==> src/rtl/mlp_load_sequencer.sv <==
// Load front end for the MLP accelerator: writes row beats into the input/weight buffers
// and sequences one start pulse per layer once inputs and that layer's weights are present.
//   state   | meaning
//   S_LOAD  | accepting beats; waiting for all input rows and all current-layer weight rows
//   S_START | one-cycle start pulse to the compute engine
//   S_RUN   | engine busy, loading stalled, waiting for compute_done_i
//   S_FIN   | last layer finished: all_done pulse, input matrix invalidated
module mlp_load_sequencer #(
  parameter  int DATA_W = 16,
  parameter  int BUS_W  = 32,
  parameter  int DIM    = 16,
  parameter  int LAYERS = 8,
  localparam int ELEMS  = BUS_W / DATA_W,
  localparam int BPR    = DIM / ELEMS,
  localparam int RW     = $clog2(DIM),
  localparam int LW     = $clog2(LAYERS),
  localparam int CW     = (BPR > 1) ? $clog2(BPR) : 1
) (
  input  logic             clk,
  input  logic             rst_n,
  input  logic             load_valid_i,
  output logic             load_ready_o,
  input  logic [BUS_W-1:0] load_payload_i,
  input  logic             load_type_i,
  input  logic [RW-1:0]    load_row_i,
  input  logic [LW-1:0]    load_layer_i,
  output logic             buf_we_o,
  output logic             buf_sel_o,
  output logic [LW-1:0]    buf_layer_o,
  output logic [RW-1:0]    buf_row_o,
  output logic [CW-1:0]    buf_col_o,
  output logic [BUS_W-1:0] buf_data_o,
  output logic             start_o,
  output logic [LW-1:0]    start_layer_o,
  input  logic             compute_done_i,
  output logic             all_done_o,
  output logic             err_o
);

  typedef enum logic [1:0] {S_LOAD, S_START, S_RUN, S_FIN} state_t;

  localparam logic [CW-1:0] LAST_BEAT  = CW'(BPR - 1);
  localparam logic [LW-1:0] LAST_LAYER = LW'(LAYERS - 1);

  state_t           r_state;
  state_t           w_state_nxt;
  logic             r_ready;
  logic [CW-1:0]    r_beat_cnt;
  logic             r_lat_type;
  logic [RW-1:0]    r_lat_row;
  logic [LW-1:0]    r_lat_layer;
  logic [DIM-1:0]   r_in_done;
  logic [DIM-1:0]   r_wt_done [LAYERS];
  logic [LW-1:0]    r_cur_layer;
  logic             r_err;
  logic             r_buf_we;
  logic             r_buf_sel;
  logic [LW-1:0]    r_buf_layer;
  logic [RW-1:0]    r_buf_row;
  logic [CW-1:0]    r_buf_col;
  logic [BUS_W-1:0] r_buf_data;

  logic             w_accept;
  logic             w_mismatch;
  logic [CW-1:0]    w_beat;
  logic             w_last;
  logic             w_in_full;
  logic             w_wt_full;
  logic             w_start;
  logic             w_all_done;

  assign w_accept   = load_valid_i & r_ready;
  // A beat that disagrees with the row in progress abandons it and opens a new row.
  assign w_mismatch = (r_beat_cnt != '0) &&
                      ((load_type_i != r_lat_type) || (load_row_i != r_lat_row) ||
                       (!load_type_i && (load_layer_i != r_lat_layer)));
  assign w_beat     = w_mismatch ? '0 : r_beat_cnt;
  assign w_last     = (w_beat == LAST_BEAT);
  assign w_in_full  = &r_in_done;
  assign w_wt_full  = &r_wt_done[r_cur_layer];

  always_ff @(posedge clk) begin
    if (!rst_n) begin
      r_state <= S_LOAD;
      r_ready <= 1'b1;
    end else begin
      r_state <= w_state_nxt;
      r_ready <= (w_state_nxt == S_LOAD);
    end
  end

  always_comb begin
    w_state_nxt = r_state;
    w_start     = 1'b0;
    w_all_done  = 1'b0;
    case (r_state)
      S_LOAD: begin
        if (w_in_full && w_wt_full) w_state_nxt = S_START;
      end
      S_START: begin
        w_start     = 1'b1;
        w_state_nxt = S_RUN;
      end
      S_RUN: begin
        if (compute_done_i) w_state_nxt = (r_cur_layer == LAST_LAYER) ? S_FIN : S_LOAD;
      end
      S_FIN: begin
        w_all_done  = 1'b1;
        w_state_nxt = S_LOAD;
      end
      default: w_state_nxt = S_LOAD;
    endcase
  end

  always_ff @(posedge clk) begin
    if (!rst_n) begin
      r_beat_cnt  <= '0;
      r_lat_type  <= 1'b0;
      r_lat_row   <= '0;
      r_lat_layer <= '0;
    end else if (w_accept) begin
      r_beat_cnt <= w_last ? '0 : w_beat + CW'(1);
      if (w_beat == '0) begin
        r_lat_type  <= load_type_i;
        r_lat_row   <= load_row_i;
        r_lat_layer <= load_layer_i;
      end
    end
  end

  always_ff @(posedge clk) begin
    if (!rst_n) begin
      r_err <= 1'b0;
    end else if (w_accept && w_mismatch) begin
      r_err <= 1'b1;
    end
  end

  always_ff @(posedge clk) begin
    if (!rst_n) begin
      r_buf_we    <= 1'b0;
      r_buf_sel   <= 1'b0;
      r_buf_layer <= '0;
      r_buf_row   <= '0;
      r_buf_col   <= '0;
      r_buf_data  <= '0;
    end else begin
      r_buf_we <= w_accept;
      if (w_accept) begin
        r_buf_sel   <= load_type_i;
        r_buf_layer <= load_type_i ? '0 : load_layer_i;
        r_buf_row   <= load_row_i;
        r_buf_col   <= w_beat;
        r_buf_data  <= load_payload_i;
      end
    end
  end

  // Completion bits: set on a row's last beat, cleared per layer on done and for inputs on finish.
  always_ff @(posedge clk) begin
    if (!rst_n) begin
      r_in_done <= '0;
      for (int l = 0; l < LAYERS; l++) r_wt_done[l] <= '0;
    end else begin
      if (w_accept && w_last) begin
        if (load_type_i) r_in_done[load_row_i] <= 1'b1;
        else             r_wt_done[load_layer_i][load_row_i] <= 1'b1;
      end
      if ((r_state == S_RUN) && compute_done_i) r_wt_done[r_cur_layer] <= '0;
      if (r_state == S_FIN) r_in_done <= '0;
    end
  end

  always_ff @(posedge clk) begin
    if (!rst_n) begin
      r_cur_layer <= '0;
    end else if ((r_state == S_RUN) && compute_done_i && (r_cur_layer != LAST_LAYER)) begin
      r_cur_layer <= r_cur_layer + LW'(1);
    end else if (r_state == S_FIN) begin
      r_cur_layer <= '0;
    end
  end

  assign load_ready_o  = r_ready;
  assign buf_we_o      = r_buf_we;
  assign buf_sel_o     = r_buf_sel;
  assign buf_layer_o   = r_buf_layer;
  assign buf_row_o     = r_buf_row;
  assign buf_col_o     = r_buf_col;
  assign buf_data_o    = r_buf_data;
  assign start_o       = w_start;
  assign start_layer_o = r_cur_layer;
  assign all_done_o    = w_all_done;
  assign err_o         = r_err;

endmodule

==> config.mk <==
export PLATFORM = sky130hd
export DESIGN_NAME = mlp_load_sequencer
export DESIGN_NICKNAME = d
export VERILOG_FILES = /design/src/rtl/mlp_load_sequencer.sv
export SDC_FILE = /design/constraint.sdc
export NUM_CORES = 1
export LEC_CHECK = 0
export ABC_AREA = 1
export BUFFER_PORTS_ARGS = -buffer_cell sky130_fd_sc_hd__clkbuf_2
export CAP_MARGIN = 15
export CORE_MARGIN = 8
export CORE_UTILIZATION = 30
export DETAILED_ROUTE_END_ITERATION = 8
export PLACE_DENSITY = 0.55
export SETUP_SLACK_MARGIN = 0.3
export SLEW_MARGIN = 25
export SYNTH_ARGS = -nofsm -noshare
export SYNTH_HDL_FRONTEND = slang
export SYNTH_SLANG_ARGS = --single-unit
==> constraint.sdc <==
create_clock -name clk -period 3.7 [get_ports clk]
set_input_delay 0.74 -clock clk [delete_from_list [all_inputs] [get_ports clk]]
set_output_delay 0.74 -clock clk [all_outputs]
set_load 0.03 [all_outputs]
Word level (Yosys, flattened, before mapping)
Memory sizes are Yosys's and may differ from the RTL's. A register that Yosys moved wholly into a read port is not among the register bits.
Index checks and enable logic that the tools add are counted.
{"block": "op_classes", "addsub": 2, "reduce_logical": 23, "bitwise": 3, "n_mux": 29, "order_cmp": 2, "eq_ne": 9}
{"cell": "$mux 16", "count": 4}
{"cell": "$reduce_and 16->1", "count": 2}
{"cell": "$reduce_or 16->1", "count": 2}
{"cell": "$mux 3", "count": 9}
{"cell": "$or 16x16->16", "count": 1}
{"cell": "$mux 1", "count": 11}
{"cell": "$logic_and 1x1->1", "count": 8}
{"cell": "$pmux 2 s4", "count": 1}
{"cell": "$add 3x1->3 const B", "count": 2}
{"cell": "$eq 3x3->1 const B", "count": 2}
{"cell": "$mux 2", "count": 3}
{"cell": "$lt 4x5->1 const B", "count": 1}
{"cell": "$demux 1 s4", "count": 1}
{"cell": "$eq 2x2->1 const B", "count": 2}
{"cell": "$ge 4x1->1 const B", "count": 1}
{"cell": "$logic_not 2->1", "count": 2}
{"cell": "$ne 4x4->1", "count": 1}
{"cell": "$reduce_and 2->1", "count": 2}
{"cell": "$logic_not 3->1", "count": 1}
{"cell": "$ne 3x3->1", "count": 1}
{"cell": "$ne 3x3->1 const B", "count": 1}
{"cell": "$reduce_bool 3->1", "count": 1}
{"cell": "$eq 2x1->1 const B", "count": 1}
{"cell": "$logic_or 1x1->1", "count": 2}
{"cell": "6 further kinds", "count": 6}
{"block": "totals", "regBits": 78, "out_inout_bits": 51, "ramBits": 128, "n_memories": 1}
{"name": "r_wt_done", "words": 8, "word_bits": 16, "rd": 1, "rd_clocked_by_memory_dff": 1, "wr": 8, "line_no": "53", "rtl": "logic [DIM-1:0] r_wt_done [LAYERS];"}

Logic depth before layout (Yosys ltp)
Gate-level depths: netlist of the first run.
{"block": "depth", "word_depth": 12, "mapped_depth": 18, "ltp_nobuf": 18}

Worst setup path after synthesis of the first run
Ideal clock, no wire load.
{"block": "synth_timing", "kind": "input to register", "startpoint": "input port load_type_i", "endpoint": "memory r_wt_done[2][5]", "arrival_ns": 2.598, "stages": 17, "required_ns": 3.634, "setup_ns": 0.066, "setup_slack_ns": 1.036, "cell_sequence": "inv_1 o21ai_0 nor2_1 nand2_1 nor2_1 nand2_1 nand2_1 inv_1 nor2_1 ha_1 ha_1 inv_1 nor2_8 buf_12 nand2_4 or2_1 a21oi_2"}
{"element": "from (decl)", "line_no": "24", "rtl": "input logic load_type_i,"}
{"element": "to (decl)", "line_no": "53"}

==> flow_metrics.py, run 1 <==
metrics = {
    "finish": {
        "fin_cells": 1619,
        "design_area_um2": 10310,
        "nets": 1265,
        "area_delta_synth_final_pct": 19.10,
        "diodes": 0,
        "final_util": 0.3612,
        "drive_gt1_frac": 0.1757,
        "n_fill_cell": 3105,
    },
    "floorplan": {
        "core_um2": 28550,
        "die_x_um": 185.9,
        "ioPinCount": 95,
        "die_h_um": 185.9,
        "dieArea_um2": 34550,
        "start_util": 0.3033,
        "rows": 62,
    },
    "timing": {
        "setup_tns_ns": 0,
        "max_freq_mhz": 360.8,
        "hold_viol_final": 0,
        "rsz0062_at_grt": "false",
        "finClkSkew_ns": 0.01303,
        "worst_pin_slew_ns": 0.7587,
        "slew_headroom": 0.4942,
        "finalSetupViolations": 0,
        "fin_crit_ns": 2.772,
        "post-route-period-util": 0.7491,
        "drv_slew": 0,
    },
    "min_path": {
        "hp-start": "r_wt_done[7][0]$_SDFF_PP0_",
        "hold_depth": 2,
        "min_path_type": "register to register",
        "holdPathEnd": "r_wt_done[7][0]$_SDFF_PP0_",
    },
    "place": {
        "dp.cells": 1573,
        "io_buffers": 94,
        "place_area_um2": 9423,
        "dp_hpwl_um": 15380,
        "globalplace.congestion": 0.8007,
    },
    "routing": {
        "postRouteAntennaNets": 0,
        "first_pass_iters": 5,
        "viasPerCell": 4.495,
        "route.detailed.drc": 0,
        "first_iter_violations": 452,
        "vias": 7277,
        "wirelength_um": 23570,
        "wire_per_inst_um": 14.56,
    },
    "power_and_ir_drop": {
        "power_uw": 5256,
        "p_per_area_nw_per_um2": 509.7,
        "ir_drop_mv": 0.3199,
        "leakagePower_uw": 0.004005,
    },
    "logic_synthesis": {
        "avgSynthCellArea_um2": 7.602,
        "netlist_instances": 1139,
        "yosys_warnings": 0,
        "ys_seq_area_frac": 0.4832,
        "ys_types": 35,
        "synth_seq_cells": 209,
        "synthesis.nets": 1188,
        "synth.cell_area_um2": 8658,
    },
    "outcome": {
        "outcome": "complete, no violations",
    },
    "setup_path": {
        "cpLargestDelayFamily": "simple AND/OR/NAND/NOR gates",
        "crit_path_end_kind": "register",
        "path_max_fanout": 10,
        "reg2regPathDepth": 18,
        "required_ns": 4.14,
        "reg2reg_from": "r_lat_row[2]$_SDFFE_PN0P_",
        "cp_slowest_cell": "buf_4",
        "critPathKind": "input port to register",
        "slowest_delay_ns": 0.27,
        "timing.rr.end": "r_wt_done[5][1]$_SDFF_PP0_",
        "start_kind": "input port",
        "critical_path_buf_inv_count": 5,
        "crit_arrival_ns": 3.21,
        "regToRegSetupSlack_ns": 0.97,
        "crit_chain": "clkbuf_2, inv_1, o21ai_0, nor2_1, nand2_1, nor2_1, nand2_1, nand2_1, inv_1, nor2_1, ha_1, ha_1, inv_1, nor2_8, buf_4, nand2_4, or2_0, a21oi_1",
    },
    "cts": {
        "cts_buffers": 25,
        "cts_setup_buffers": 0,
        "hold_buffers": 0,
        "clock_latency_ns": 0.52,
        "h-tree-depth": 1,
        "cts_sinks": 209,
        "cts_buffer_depth": 3,
        "cts_resized": 0,
        "clk_pin_slew_ns": 0.06,
        "cts_tree": "done",
        "root_buffer": "clkbuf_16",
    },
    "global_routing": {
        "antenna_found_initial": 0,
        "grt_max_degree": 179,
        "gr-total-overflow": 0,
        "grt.total_usage": 0.1367,
        "grt_pass1_vias": 7011,
        "grt_pass1_wl_um": 37670,
    },
    "flow_run": {
        "drv_cap": 0,
    },
}
worst max path at each step:
stage / start / endpoint / slack (ns) / cells past startpoint
finish: load_type_i / r_wt_done[5][1]$_SDFF_PP0_ / 0.93 / 18
global route: load_type_i / r_wt_done[3][11]$_SDFF_PP0_ / 0.63 / 17
CTS: load_type_i / r_wt_done[5][1]$_SDFF_PP0_ / 0.92 / 18
detailed placement: load_type_i / r_wt_done[7][11]$_SDFF_PP0_ / 0.38 / 17
global placement: load_type_i / r_wt_done[1][11]$_SDFF_PP0_ / 0.41 / 17
floorplan: load_type_i / r_wt_done[2][5]$_SDFF_PP0_ / 1.04 / 17
metrics by stage:
step	hold WS, ns	setup WS (ns)
3_5_place_dp	0.4464	0.3777
6_report	0.4536	0.9283
3_3_place_gp	0.4419	0.4053
5_1_grt	0.4700	0.6315
2_1_floorplan	0.4354	1.036
4_1_cts	0.4456	0.9191
cell usage after synthesis (all sizes together):
library cell	count	area share
nand2	274	0.13
dfxtp	209	0.48
nor2	153	0.077
a21oi	152	0.089
or2	124	0.090
inv	65	0.028
o21ai	51	0.029
clkbuf	34	0.015
nand3	30	0.018
buf	17	0.015
nand4	10	0.0072
ha	5	0.0072
o22ai	5	0.0036
nor4	4	0.0029
o211ai	2	0.0017
a22o	1	0.0010
a31oi	1	0.00072
nor3	1	0.0012
o31ai	1	0.00087
sequential cells by signal, summed over array words and instances (netlist names), named ones only:
signal and count:
r_lat_type 1, r_state 2, r_lat_layer 3, buf_layer_o 3
start_layer_o 3, r_in_done 16, r_lat_row 4, buf_col_o 3
buf_row_o 4, buf_sel_o 1, buf_we_o 1, buf_data_o 32
r_beat_cnt 3, r_wt_done 128, err_o 1, load_ready_o 1
logic make-up (layout without fill, tap and decap cells):
kind of cell | count (synthesis) | after routing | share of synthesized area
buffers and inverters | 116 | 212 | 0.05780
flip-flops | 209 | 209 | 0.4832
AO/OA/AOI/OAI | 213 | 213 | 0.1262
adder cells (fa/ha/maj) | 5 | 5 | 0.007225
AND/OR/NAND/NOR | 596 | 596 | 0.3256
cell usage in the layout (no fill, tap or decap), types with 2 or more instances in the layout:
cell type,n
clkbuf_8,7
nand2_4,11
o211ai_1,2
clkbuf_2,93
clkbuf_1,7
clkbuf_16,25
nor2_4,8
a21oi_1,150
dfxtp_1,209
ha_1,5
nand2_1,261
or2_0,78
nor2_1,142
buf_4,7
inv_2,3
nand4_1,10
a21oi_2,2
nand2_2,2
inv_1,61
bufinv_16,4
nor4_1,4
o21ai_0,50
o22ai_1,5
nor2_8,2
nand3_1,28
or2_1,2
or2_2,44
nand3_2,2
power by group:
| part | internal (uW) | switching, uW |
|---|---|---|
| combinational | 82.7 | 227 |
| clock | 1660 | 967 |
| sequential | 2290 | 20.6 |
final cells by class:
type | instances | area, um^2 | share of cell area
Multi-Input combinational cell | 814 | 3974 | 0.3853
Clock inverter | 7 | 141.4 | 0.01371
Tap cell | 384 | 480.5 | 0.04659
Inverter | 65 | 246.5 | 0.02390
Clock buffer | 39 | 748.2 | 0.07256
Sequential cell | 209 | 4184 | 0.4057
Timing Repair Buffer | 101 | 538.0 | 0.05217
worst register-to-register path: stages, from the launching register on:
cell,delay [ns]
dfxtp_1,0.31
inv_1,0.06
nand2_1,0.05
o21ai_0,0.07
nor2_1,0.10
nand2_1,0.06
nor2_1,0.14
nand2_1,0.09
nand2_1,0.10
inv_1,0.06
nor2_1,0.13
ha_1,0.17
ha_1,0.14
inv_1,0.11
nor2_8,0.24
buf_4,0.27
nand2_4,0.16
or2_0,0.24
a21oi_1,0.15
layer usage:
| metal | track usage | wire length [um] |
|---|---|---|
| met5 | 0 | 0 |
| met3 | 0.04041 | 1698 |
| met1 | 0.1766 | 10850 |
| met2 | 0.2183 | 10490 |
| met4 | 0.03842 | 533 |
Note: power is estimated with default switching activity, not from simulation.
==> inputs of run 2 (changes only) <==
==> constraint.sdc (replaced) <==
create_clock -name clk -period 2.6 [get_ports clk]
set_input_delay 0.52 -clock clk [delete_from_list [all_inputs] [get_ports clk]]
set_output_delay 0.52 -clock clk [all_outputs]
set_load 0.03 [all_outputs]
==> run 2 against run 1 <==
- register-to-register slack worse by 0.74 ns
- utilization up 3.1 points
- global-route usage increased by 0.48 points
- count of clock-buffer cells in the layout down 3
- routed wire length grew 5.2%
- die area stayed put
- cell count grew 2.1%
- power up 36%
- critical path depth up 1
- highest routed layer unchanged
==> flow_metrics.py, run 2 (same netlist as run 1, synthesis figures left out) <==
metrics = {
    "cts": {
        "clock_latency_ns": 0.51,
        "cts_sinks": 209,
        "root_buffer": "clkbuf_16",
        "cts_tree": "done",
        "hold_buffers": 0,
        "cts_buffer_depth": 3,
        "cts_buffers": 24,
        "clk_pin_slew_ns": 0.06,
        "h-tree-depth": 1,
    },
    "setup_path": {
        "timing.rr.end": "r_wt_done[2][9]$_SDFF_PP0_",
        "crit_path_end_kind": "register",
        "start_kind": "register",
        "reg2reg_from": "r_lat_row[3]$_SDFFE_PN0P_",
        "reg2regPathDepth": 19,
        "required_ns": 3.05,
        "path_max_fanout": 8,
        "crit_arrival_ns": 2.82,
        "regToRegSetupSlack_ns": 0.23,
        "critPathKind": "register to register",
    },
    "floorplan": {
        "dieArea_um2": 34550,
        "start_util": 0.3033,
        "die_h_um": 185.9,
        "core_um2": 28550,
        "rows": 62,
        "die_x_um": 185.9,
        "ioPinCount": 95,
    },
    "global_routing": {
        "antenna_found_initial": 0,
        "gr-total-overflow": 0,
        "grt_pass1_wl_um": 39400,
        "grt.total_usage": 0.1416,
        "grt_max_degree": 179,
        "grt_pass1_vias": 7471,
    },
    "routing": {
        "route.detailed.drc": 0,
        "viasPerCell": 4.590,
        "first_pass_iters": 5,
        "vias": 7587,
        "wirelength_um": 24810,
        "first_iter_violations": 477,
        "wire_per_inst_um": 15.01,
        "postRouteAntennaNets": 0,
    },
    "place": {
        "io_buffers": 94,
        "globalplace.congestion": 0.7924,
        "dp.cells": 1598,
        "dp_hpwl_um": 15980,
    },
    "min_path": {
        "min_path_type": "input port to register",
        "hp-start": "load_payload_i[9]",
        "hold_depth": 3,
        "holdPathEnd": "buf_data_o[9]$_SDFFE_PN0P_",
    },
    "timing": {
        "finalSetupViolations": 0,
        "drv_slew": 0,
        "fin_crit_ns": 2.373,
        "finClkSkew_ns": 0.009088,
        "hold_viol_final": 0,
        "slew_headroom": 0.4746,
        "post-route-period-util": 0.9128,
        "max_freq_mhz": 421.4,
        "worst_pin_slew_ns": 0.7882,
        "rsz0062_at_grt": "true",
    },
    "finish": {
        "n_fill_cell": 2976,
        "max_flop_register": "r_wt_done",
        "area_delta_synth_final_pct": 29.36,
        "nets": 1301,
        "largest_register_ffs": 128,
        "fin_cells": 1653,
        "final_util": 0.3924,
        "final_cell_mix": "nand2_1, dfxtp_1, nor2_1, a21oi_1, clkbuf_2",
        "diodes": 0,
        "layout_commonest_cell": "nand2_1",
        "drive_gt1_frac": 0.2711,
    },
    "power_and_ir_drop": {
        "leakagePower_uw": 0.004392,
        "ir_drop_mv": 0.3751,
        "p_per_area_nw_per_um2": 636.8,
    },
    "outcome": {
        "outcome": "complete, no violations",
    },
    "flow_run": {
        "drv_cap": 0,
    },
}
==> run 2: cell count changes in the layout (fill, tap and decap cells not counted), sizes merged <==
cell,change
clkinv,+3
buf,+36
bufinv,-3
clkbuf,-2
==> run 2: power breakdown <==
group	internal, uW	switching, uW	leakage [uW]	total (uW)
clock	1980	1350	0.000380	3330
combinational	153	356	0.00232	509
sequential	3270	31.6	0.00170	3300
==> run 2: metal layers <==
metal	vias to the layer above	routed length (um)	GRT usage
met5	-	0	0
met4	0	567	0.03811
met3	34	1438	0.03416
met2	171	11190	0.2307
met1	3522	11620	0.1843
li1	3860	-	-
==> run 2: worst max-delay path by stage <==
stage | endpoint | cells after the start | from | slack [ns]
after CTS | r_wt_done[7][0]$_SDFF_PP0_ | 19 | r_lat_row[2]$_SDFFE_PN0P_ | 0.21
after global placement | r_wt_done[1][10]$_SDFF_PP0_ | 18 | load_row_i[3] | -0.04
after global routing | r_wt_done[2][9]$_SDFF_PP0_ | 19 | r_lat_row[2]$_SDFFE_PN0P_ | 0.05
after floorplan | r_wt_done[2][5]$_SDFF_PP0_ | 17 | load_row_i[3] | 0.29
final | r_wt_done[2][9]$_SDFF_PP0_ | 19 | r_lat_row[3]$_SDFFE_PN0P_ | 0.23
after detailed placement | r_wt_done[2][2]$_SDFF_PP0_ | 18 | load_row_i[2] | -0.10
==> run 2: final cells by class <==
type | count | area (um^2) | share of cell area
Multi-Input combinational cell | 814 | 4546 | 0.4058
Sequential cell | 209 | 4187 | 0.3738
Timing Repair Buffer | 138 | 960.9 | 0.08579
Clock buffer | 36 | 706.9 | 0.06311
Tap cell | 384 | 480.5 | 0.04290
Inverter | 65 | 254.0 | 0.02268
Clock inverter | 7 | 66.31 | 0.005920
==> run 2: worst max-delay path, cell delays in order (launching register included) <==
cell     delay, ns
dfxtp_2       0.32
inv_2         0.04
nand2_1       0.04
o21ai_1       0.05
nor2_1        0.10
nand2_1       0.07
nor2_2        0.14
nand2_2       0.09
nand2_4       0.09
inv_4         0.05
nor2_4        0.10
ha_4          0.15
ha_4          0.13
inv_4         0.04
nor2_8        0.13
buf_12        0.16
nand2_4       0.05
buf_12        0.16
or2_2         0.28
a21oi_2       0.10
==> run 2: stage by stage <==
stage                     setup WS, ns  TNS, ns  area [um^2]  hold slack (ns)  total power [uW]
after floorplan                 0.2915        0         8683           0.4354              3664
after detailed placement       -0.1044   -7.231         9711           0.4466              3845
after global routing           0.04621        0        11200           0.2503              7400
after CTS                       0.2059        0        10770           0.2382              7203
after global placement        -0.03864   -2.060         9711           0.4411              3842
final                           0.2267        0        11200           0.2543              7133
==> run 2: repair_timing <==
action	4_1_cts	5_1_grt
pin swaps	29	50
resized for setup	58	105
setup buffers	8	2
setup endpoints to repair	124	152
gates cloned	1	1
